<file path="src/rtl/obc_da_mac_seq_if.sv">
// obc_da_mac_seq_if: start/result handshake, sample bus and
// partial-sum table programming port of the bit-serial OBC DA MAC.
interface obc_da_mac_seq_if #(
    parameter int N_IN   = 16,
    parameter int IN_W   = 16,
    parameter int GRP    = 4,
    parameter int COEF_W = 32,
    parameter int ACC_W  = 52
);
    localparam int SEL_W = $clog2(N_IN / GRP) + 1;

    logic                   start;
    logic                   mode;
    logic [N_IN*IN_W-1:0]   x_in;
    logic                   busy;
    logic                   out_valid;
    logic [ACC_W-1:0]       y_out;
    logic                   tbl_we;
    logic [SEL_W-1:0]       tbl_sel;
    logic [GRP-2:0]         tbl_addr;
    logic [COEF_W-1:0]      tbl_data;
    logic                   tbl_err;

    modport master (
        output start, mode, x_in,
        output tbl_we, tbl_sel, tbl_addr, tbl_data,
        input  busy, out_valid, y_out, tbl_err
    );

    modport slave (
        input  start, mode, x_in,
        input  tbl_we, tbl_sel, tbl_addr, tbl_data,
        output busy, out_valid, y_out, tbl_err
    );
endinterface

</file>
<file path="src/rtl/obc_da_mac_seq.sv">
// obc_da_mac_seq: bit-serial offset-binary-coded distributed
// arithmetic MAC, one bit-plane per clock, MSB first.
module obc_da_mac_seq #(
    parameter int N_IN   = 16,
    parameter int IN_W   = 16,
    parameter int GRP    = 4,
    parameter int COEF_W = 32,
    parameter int ACC_W  = 52
) (
    input logic            clk,
    input logic            rst_n,
    obc_da_mac_seq_if.slave bus
);
    localparam int NG    = N_IN / GRP;
    localparam int GW    = $clog2(NG);
    localparam int SEL_W = GW + 1;
    localparam int AW    = GRP - 1;
    localparam int DEPTH = 1 << AW;
    localparam int KW    = $clog2(IN_W);

    localparam logic [KW-1:0]    K_TOP   = KW'(IN_W - 1);
    localparam logic [SEL_W-1:0] OFS_SEL = '1;
    localparam logic [SEL_W-1:0] NG_SEL  = SEL_W'(NG);

    typedef enum logic [1:0] {
        IDLE = 2'd0,
        RUN  = 2'd1,
        DONE = 2'd2
    } state_t;

    state_t state, state_nx;

    logic [KW-1:0]            k;
    logic [IN_W-1:0]          x_q [N_IN];
    logic                     mode_q;
    logic signed [COEF_W-1:0] tbl [NG][DEPTH];
    logic signed [COEF_W-1:0] ofs;

    logic signed [ACC_W-1:0]  acc;
    logic signed [ACC_W-1:0]  psum;
    logic signed [ACC_W-1:0]  ofs_ext;
    logic signed [ACC_W-1:0]  total;
    logic [NG-1:0]            lead;
    logic [AW-1:0]            addr [NG];
    logic signed [ACC_W-1:0]  term [NG];

    logic                     accept;
    logic                     sel_ok;
    logic                     wr_ok;
    logic                     wr_bad;
    logic                     busy_q;
    logic                     valid_q;
    logic                     err_q;
    logic [ACC_W-1:0]         y_q;

    assign accept = (state == IDLE) && bus.start;
    assign sel_ok = (bus.tbl_sel < NG_SEL) || (bus.tbl_sel == OFS_SEL);
    assign wr_ok  = bus.tbl_we && (state == IDLE) && sel_ok;
    assign wr_bad = bus.tbl_we && !wr_ok;

    assign ofs_ext = {{(ACC_W-COEF_W){ofs[COEF_W-1]}}, ofs};
    assign total   = acc + ofs_ext;

    assign bus.busy      = busy_q;
    assign bus.out_valid = valid_q;
    assign bus.y_out     = y_q;
    assign bus.tbl_err   = err_q;

    // State register
    always_ff @(posedge clk or negedge rst_n) begin
        if (!rst_n) state <= IDLE;
        else        state <= state_nx;
    end

    // Next state: RUN walks bit-planes IN_W-1 .. 0, DONE is one cycle
    always_comb begin
        state_nx = state;
        unique case (state)
            IDLE:    if (bus.start) state_nx = RUN;
            RUN:     if (k == '0) state_nx = DONE;
            DONE:    state_nx = IDLE;
            default: state_nx = IDLE;
        endcase
    end

    // Bit-plane partial sum: per group, the leading input's bit picks
    // the sign and the others (XOR the lead) address the OBC table
    always_comb begin
        psum = '0;
        lead = '0;
        addr = '{default: '0};
        term = '{default: '0};
        for (int g = 0; g < NG; g++) begin
            lead[g] = x_q[g*GRP][k];
            for (int i = 1; i < GRP; i++) begin
                addr[g][i-1] = x_q[g*GRP+i][k] ^ lead[g];
            end
            term[g] = {{(ACC_W-COEF_W){tbl[g][addr[g]][COEF_W-1]}},
                       tbl[g][addr[g]]};
            if (lead[g]) psum = psum + term[g];
            else         psum = psum - term[g];
        end
    end

    // Operand capture, shift-accumulate and result/status registers
    always_ff @(posedge clk or negedge rst_n) begin
        if (!rst_n) begin
            k       <= '0;
            mode_q  <= 1'b0;
            acc     <= '0;
            busy_q  <= 1'b0;
            valid_q <= 1'b0;
            err_q   <= 1'b0;
            y_q     <= '0;
            for (int n = 0; n < N_IN; n++) x_q[n] <= '0;
        end else begin
            valid_q <= 1'b0;
            err_q   <= wr_bad;
            if (accept) begin
                k      <= K_TOP;
                mode_q <= bus.mode;
                busy_q <= 1'b1;
                for (int n = 0; n < N_IN; n++)
                    x_q[n] <= bus.x_in[n*IN_W +: IN_W];
            end
            if (state == RUN) begin
                k <= k - 1'b1;
                if (k == K_TOP) acc <= -psum;
                else            acc <= (acc <<< 1) + psum;
            end
            if (state == DONE) begin
                y_q     <= mode_q ? -total : total;
                valid_q <= 1'b1;
                busy_q  <= 1'b0;
            end
        end
    end

    // Table and offset programming, accepted only while idle
    always_ff @(posedge clk or negedge rst_n) begin
        if (!rst_n) begin
            ofs <= '0;
            for (int g = 0; g < NG; g++)
                for (int a = 0; a < DEPTH; a++)
                    tbl[g][a] <= '0;
        end else if (wr_ok) begin
            if (bus.tbl_sel == OFS_SEL)
                ofs <= bus.tbl_data;
            else
                tbl[bus.tbl_sel[GW-1:0]][bus.tbl_addr] <= bus.tbl_data;
        end
    end
endmodule

</file>
<file path="src/flat_wrapper.sv">
// flat-port wrapper written by rule: the top's interface ports become plain ports
module obc_da_mac_seq_flat 
#(
    parameter int N_IN   = 16,
    parameter int IN_W   = 16,
    parameter int GRP    = 4,
    parameter int COEF_W = 32,
    parameter int ACC_W  = 52
)
  (clk, rst_n, bus_start, bus_mode, bus_x_in, bus_tbl_we, bus_tbl_sel, bus_tbl_addr, bus_tbl_data, bus_busy, bus_out_valid, bus_y_out, bus_tbl_err);
  obc_da_mac_seq_if #(.N_IN(N_IN), .IN_W(IN_W), .GRP(GRP), .COEF_W(COEF_W), .ACC_W(ACC_W)) bus_i ();
  input logic clk;
  input logic rst_n;
  input wire logic [$bits(bus_i.start)-1:0] bus_start;
  input wire logic [$bits(bus_i.mode)-1:0] bus_mode;
  input wire logic [$bits(bus_i.x_in)-1:0] bus_x_in;
  input wire logic [$bits(bus_i.tbl_we)-1:0] bus_tbl_we;
  input wire logic [$bits(bus_i.tbl_sel)-1:0] bus_tbl_sel;
  input wire logic [$bits(bus_i.tbl_addr)-1:0] bus_tbl_addr;
  input wire logic [$bits(bus_i.tbl_data)-1:0] bus_tbl_data;
  output wire logic [$bits(bus_i.busy)-1:0] bus_busy;
  output wire logic [$bits(bus_i.out_valid)-1:0] bus_out_valid;
  output wire logic [$bits(bus_i.y_out)-1:0] bus_y_out;
  output wire logic [$bits(bus_i.tbl_err)-1:0] bus_tbl_err;
  assign bus_i.start = bus_start;
  assign bus_i.mode = bus_mode;
  assign bus_i.x_in = bus_x_in;
  assign bus_i.tbl_we = bus_tbl_we;
  assign bus_i.tbl_sel = bus_tbl_sel;
  assign bus_i.tbl_addr = bus_tbl_addr;
  assign bus_i.tbl_data = bus_tbl_data;
  assign bus_busy = bus_i.busy;
  assign bus_out_valid = bus_i.out_valid;
  assign bus_y_out = bus_i.y_out;
  assign bus_tbl_err = bus_i.tbl_err;
  obc_da_mac_seq #(.N_IN(N_IN), .IN_W(IN_W), .GRP(GRP), .COEF_W(COEF_W), .ACC_W(ACC_W)) u_core (.clk(clk), .rst_n(rst_n), .bus(bus_i));
endmodule
</file>
<file path="config.mk">
export PLATFORM = sky130hd
export DESIGN_NAME = obc_da_mac_seq_flat
export DESIGN_NICKNAME = d
export VERILOG_FILES = /design/src/rtl/obc_da_mac_seq_if.sv /design/src/rtl/obc_da_mac_seq.sv /design/src/flat_wrapper.sv
export SDC_FILE = /design/constraint.sdc
export NUM_CORES = 2
export LEC_CHECK = 0
export ABC_AREA = 1
export CAP_MARGIN = 20
export CELL_PAD_IN_SITES_DETAIL_PLACEMENT = 0
export CELL_PAD_IN_SITES_GLOBAL_PLACEMENT = 1
export CORE_MARGIN = 10
export CORE_UTILIZATION = 49
export CTS_BUF_LIST = sky130_fd_sc_hd__clkbuf_8 sky130_fd_sc_hd__clkbuf_16
export CTS_CLUSTER_SIZE = 16
export DETAILED_ROUTE_END_ITERATION = 10
export PLACE_DENSITY_LB_ADDON = 0.08
export SLEW_MARGIN = 5
export SYNTH_ARGS = -nofsm -noshare
export SYNTH_HDL_FRONTEND = slang
export SYNTH_SLANG_ARGS = --single-unit
</file>
<file path="constraint.sdc">
create_clock -name clk -period 17.4 [get_ports clk]
set_clock_uncertainty 0.2 [all_clocks]
set_input_delay 1.74 -clock clk [delete_from_list [all_inputs] [get_ports clk]]
set_output_delay 1.74 -clock clk [all_outputs]
set_load 0.01 [all_outputs]
</file>
==> flow_metrics.tcl <==
set metrics [dict create \
    synth-seq-cells 1426 \
    max-slew-margin-rel_pct 5.58 \
    critical_path_class "reg2reg" \
    cts_buffer_depth 3 \
    viasPerCell 5.50 \
    fin_crit_sh_pct 88.7 \
    slew_viol_final 0 \
    cp.required_ns 17.89 \
    placed_area_um2 92400 \
    yosysUniqueCellTypes 67 \
    path_clk_slew_ns 0.06 \
    hold_buffers 0 \
    port_buffers 353 \
    synthTopCellsByCount "4023 x nand2_1, 1566 x o21ai_0, 1444 x inv_1, 1426 x dfrtp_1, 796 x nor2_1" \
    cts_tree "done" \
    avgSynthCellArea_um2 7.01 \
    grt_setup_unrepaired "no" \
    clk_latency_ns 0.84 \
    finalNetCount 13000 \
    ant_nets 0 \
    ios 354 \
    finalWirelength_um 307000 \
    crit_fanout 95 \
    post-synth-top-area-cell "dfrtp_1" \
    overflow 0 \
    critPathMaxStageDelay_ns 0.87 \
    num_rows 154 \
    fillers 17400 \
    yosysTopAreaCellShare_pct 40.9 \
    cp-end-kind "register" \
    synth_area_leaders "dfrtp_1 41%, nand2_1 17%, o21ai_0 9.0%" \
    ys.flop_type "dfrtp_1" \
    synthArstFlopShare_pct 100 \
    hpwl_um 211000 \
    hold_viol_final 0 \
    cts-htree-levels 4 \
    area_growth_pct 12.2 \
    ys.warnings.count 0 \
    num_vias 82300 \
    clkSinkCount 1426 \
    grt_max_degree 160 \
    crit_slowest_cell "buf_4" \
    post-cts-setup-buffer-count 0 \
    drc 0 \
    syn_nets 13000 \
    antenna_found_initial 21 \
    drt_pass1_iterations 7 \
    fin_area_um2 98000 \
    syn-cell-area_um2 87300 \
    drt_iter0_drc 8248 \
    numCtsBuffers 163 \
    start_util_pct 49.4 \
    die_area_um2 196000 \
    status "finished, final reports clean" \
    ys_seq_area_share_pct 40.9 \
    syn-instance-count 12500 \
    synth_edf_count 0 \
    min_path_type "reg2reg" \
    gp_congestion 0.987 \
    tightest_slew_ns 1.38 \
    die_y_um 442 \
    drive_gt1_share_pct 4.40 \
    cp_common_cell "nand2_1" \
    fmax_ghz 0.0648 \
    wl_per_cell_um 20.5 \
    setup_violations 0 \
    tns_ns 0 \
    post_cts_resized 0 \
    max_cap_viol_count 0 \
    hold_ws_ns 0.276 \
    yosysMostFrequentCell "nand2_1" \
    grt_pass1_wl_um 469000 \
    grt_use_total_pct 30.3 \
    dieWidth_um 442 \
    grt_pass1_vias 77700 \
    coreArea_um2 177000 \
    critPathLaunchType "register" \
    clockRootBuffer "clkbuf_16" \
    cp.arrival_ns 15.93 \
    min_period_ns 15.44 \
]
-- cells in the final DEF (no fill, tap or decap), types with 15 or more instances in the layout --
cell type | synthesis | routed
inv_1 | 1444 | 1478
buf_4 | 49 | 137
clkbuf_16 | 0 | 164
a31oi_1 | 102 | 102
nand3b_1 | 15 | 15
a21oi_1 | 482 | 482
o21ai_1 | 40 | 42
xor2_1 | 275 | 271
a21o_1 | 16 | 16
clkinv_2 | 0 | 24
nand2_1 | 4023 | 3986
ha_1 | 266 | 266
or2_2 | 29 | 29
o22ai_1 | 26 | 26
nand4_1 | 59 | 59
nor2_1 | 796 | 790
dfrtp_1 | 1426 | 1424
clkdlybuf4s50_1 | 0 | 352
o21ai_0 | 1566 | 1564
nor4_1 | 21 | 21
o21bai_1 | 21 | 21
o211ai_1 | 58 | 58
nor3_1 | 64 | 64
nand3_1 | 786 | 783
nand2_2 | 11 | 41
o21a_1 | 28 | 28
clkbuf_8 | 0 | 31
xnor2_1 | 99 | 98
a21boi_0 | 26 | 26
-- state kept, by name, summed over array words and instances (netlist names) --
register	flops
u_core.bus.tbl_err	1
u_core.x_q	256
u_core.bus.busy	1
u_core.ofs	32
u_core.k	4
u_core.acc	52
u_core.tbl	1024
u_core.state	2
u_core.mode_q	1
u_core.bus.out_valid	1
u_core.bus.y_out	52
-- worst paths after layout --
check,startpoint,end,slack [ns],depth (start not counted)
worst max-delay path,u_core.k[0],u_core.acc[51],1.96,64
worst min-delay path,u_core.x_q[222],u_core.x_q[222],0.28,2
worst max register to register,u_core.k[0],u_core.acc[51],1.96,64
worst min register to register,u_core.x_q[222],u_core.x_q[222],0.28,2
max in group asynchronous,rst_n,u_core.tbl[684],13.27,4
min in group asynchronous,rst_n,u_core.bus.y_out[42],0.58,1
-- metal layers --
metal | wire [µm] | vias up | global-route usage [%] | part of all wire, %
met2 | 137000 | 2724 | 47.7 | 45
met1 | 134000 | 39400 | 41.8 | 44
li1 | - | 39700 | - | -
met4 | 12100 | 2 | 11.1 | 4.0
met5 | 12 | - | 0 | 0.0039
met3 | 23500 | 465 | 5.46 | 7.7
-- logic make-up (layout without fill, tap and decap cells) --
family	after synthesis	after routing	synth area share (%)
adders and majority gates	271	271	3.92
AOI/OAI and AO/OA	2425	2425	14.8
xor gates and xnor gates	380	380	3.87
buffers and inverters	2110	2249	9.56
other	0	12	0
and+or+nand+nor	5850	5850	27.0
muxes	1	1	0.0115
DFF	1426	1426	40.9
-- cell type report --
class | count | area [µm²] | area share [%]
timing repair buffer | 502 | 4790 | 4.89
inverter | 1459 | 5490 | 5.60
clock inverter | 93 | 895 | 0.913
tap | 2340 | 2930 | 2.99
clock buffer | 195 | 4530 | 4.62
sequential | 1426 | 35700 | 36.4
antenna | 12 | 30.0 | 0.0307
multi-input combinational | 8927 | 43600 | 44.5
-- critical path: cells and delay by family, from the launching register on --
kind,cells,cell delay (ns)
compound gates,21,5.93
simple gates,28,4.23
xor+xnor,4,0.81
buf+inv,7,1.97
flops,1,0.73
fa+ha+maj,4,1.36
-- metrics by stage --
stage,std cells,setup WS [ns],utilization [%]
finish,15000,1.96,55.4
global route,15000,0.521,55.4
CTS,14900,2.18,55.4
detailed placement,14600,2.27,52.3
global placement,14600,2.61,52.3
floorplan,12500,6.76,-
Power is not shown: default switching activity piles up to over one toggle a cycle in this logic, so the estimate is an artifact.
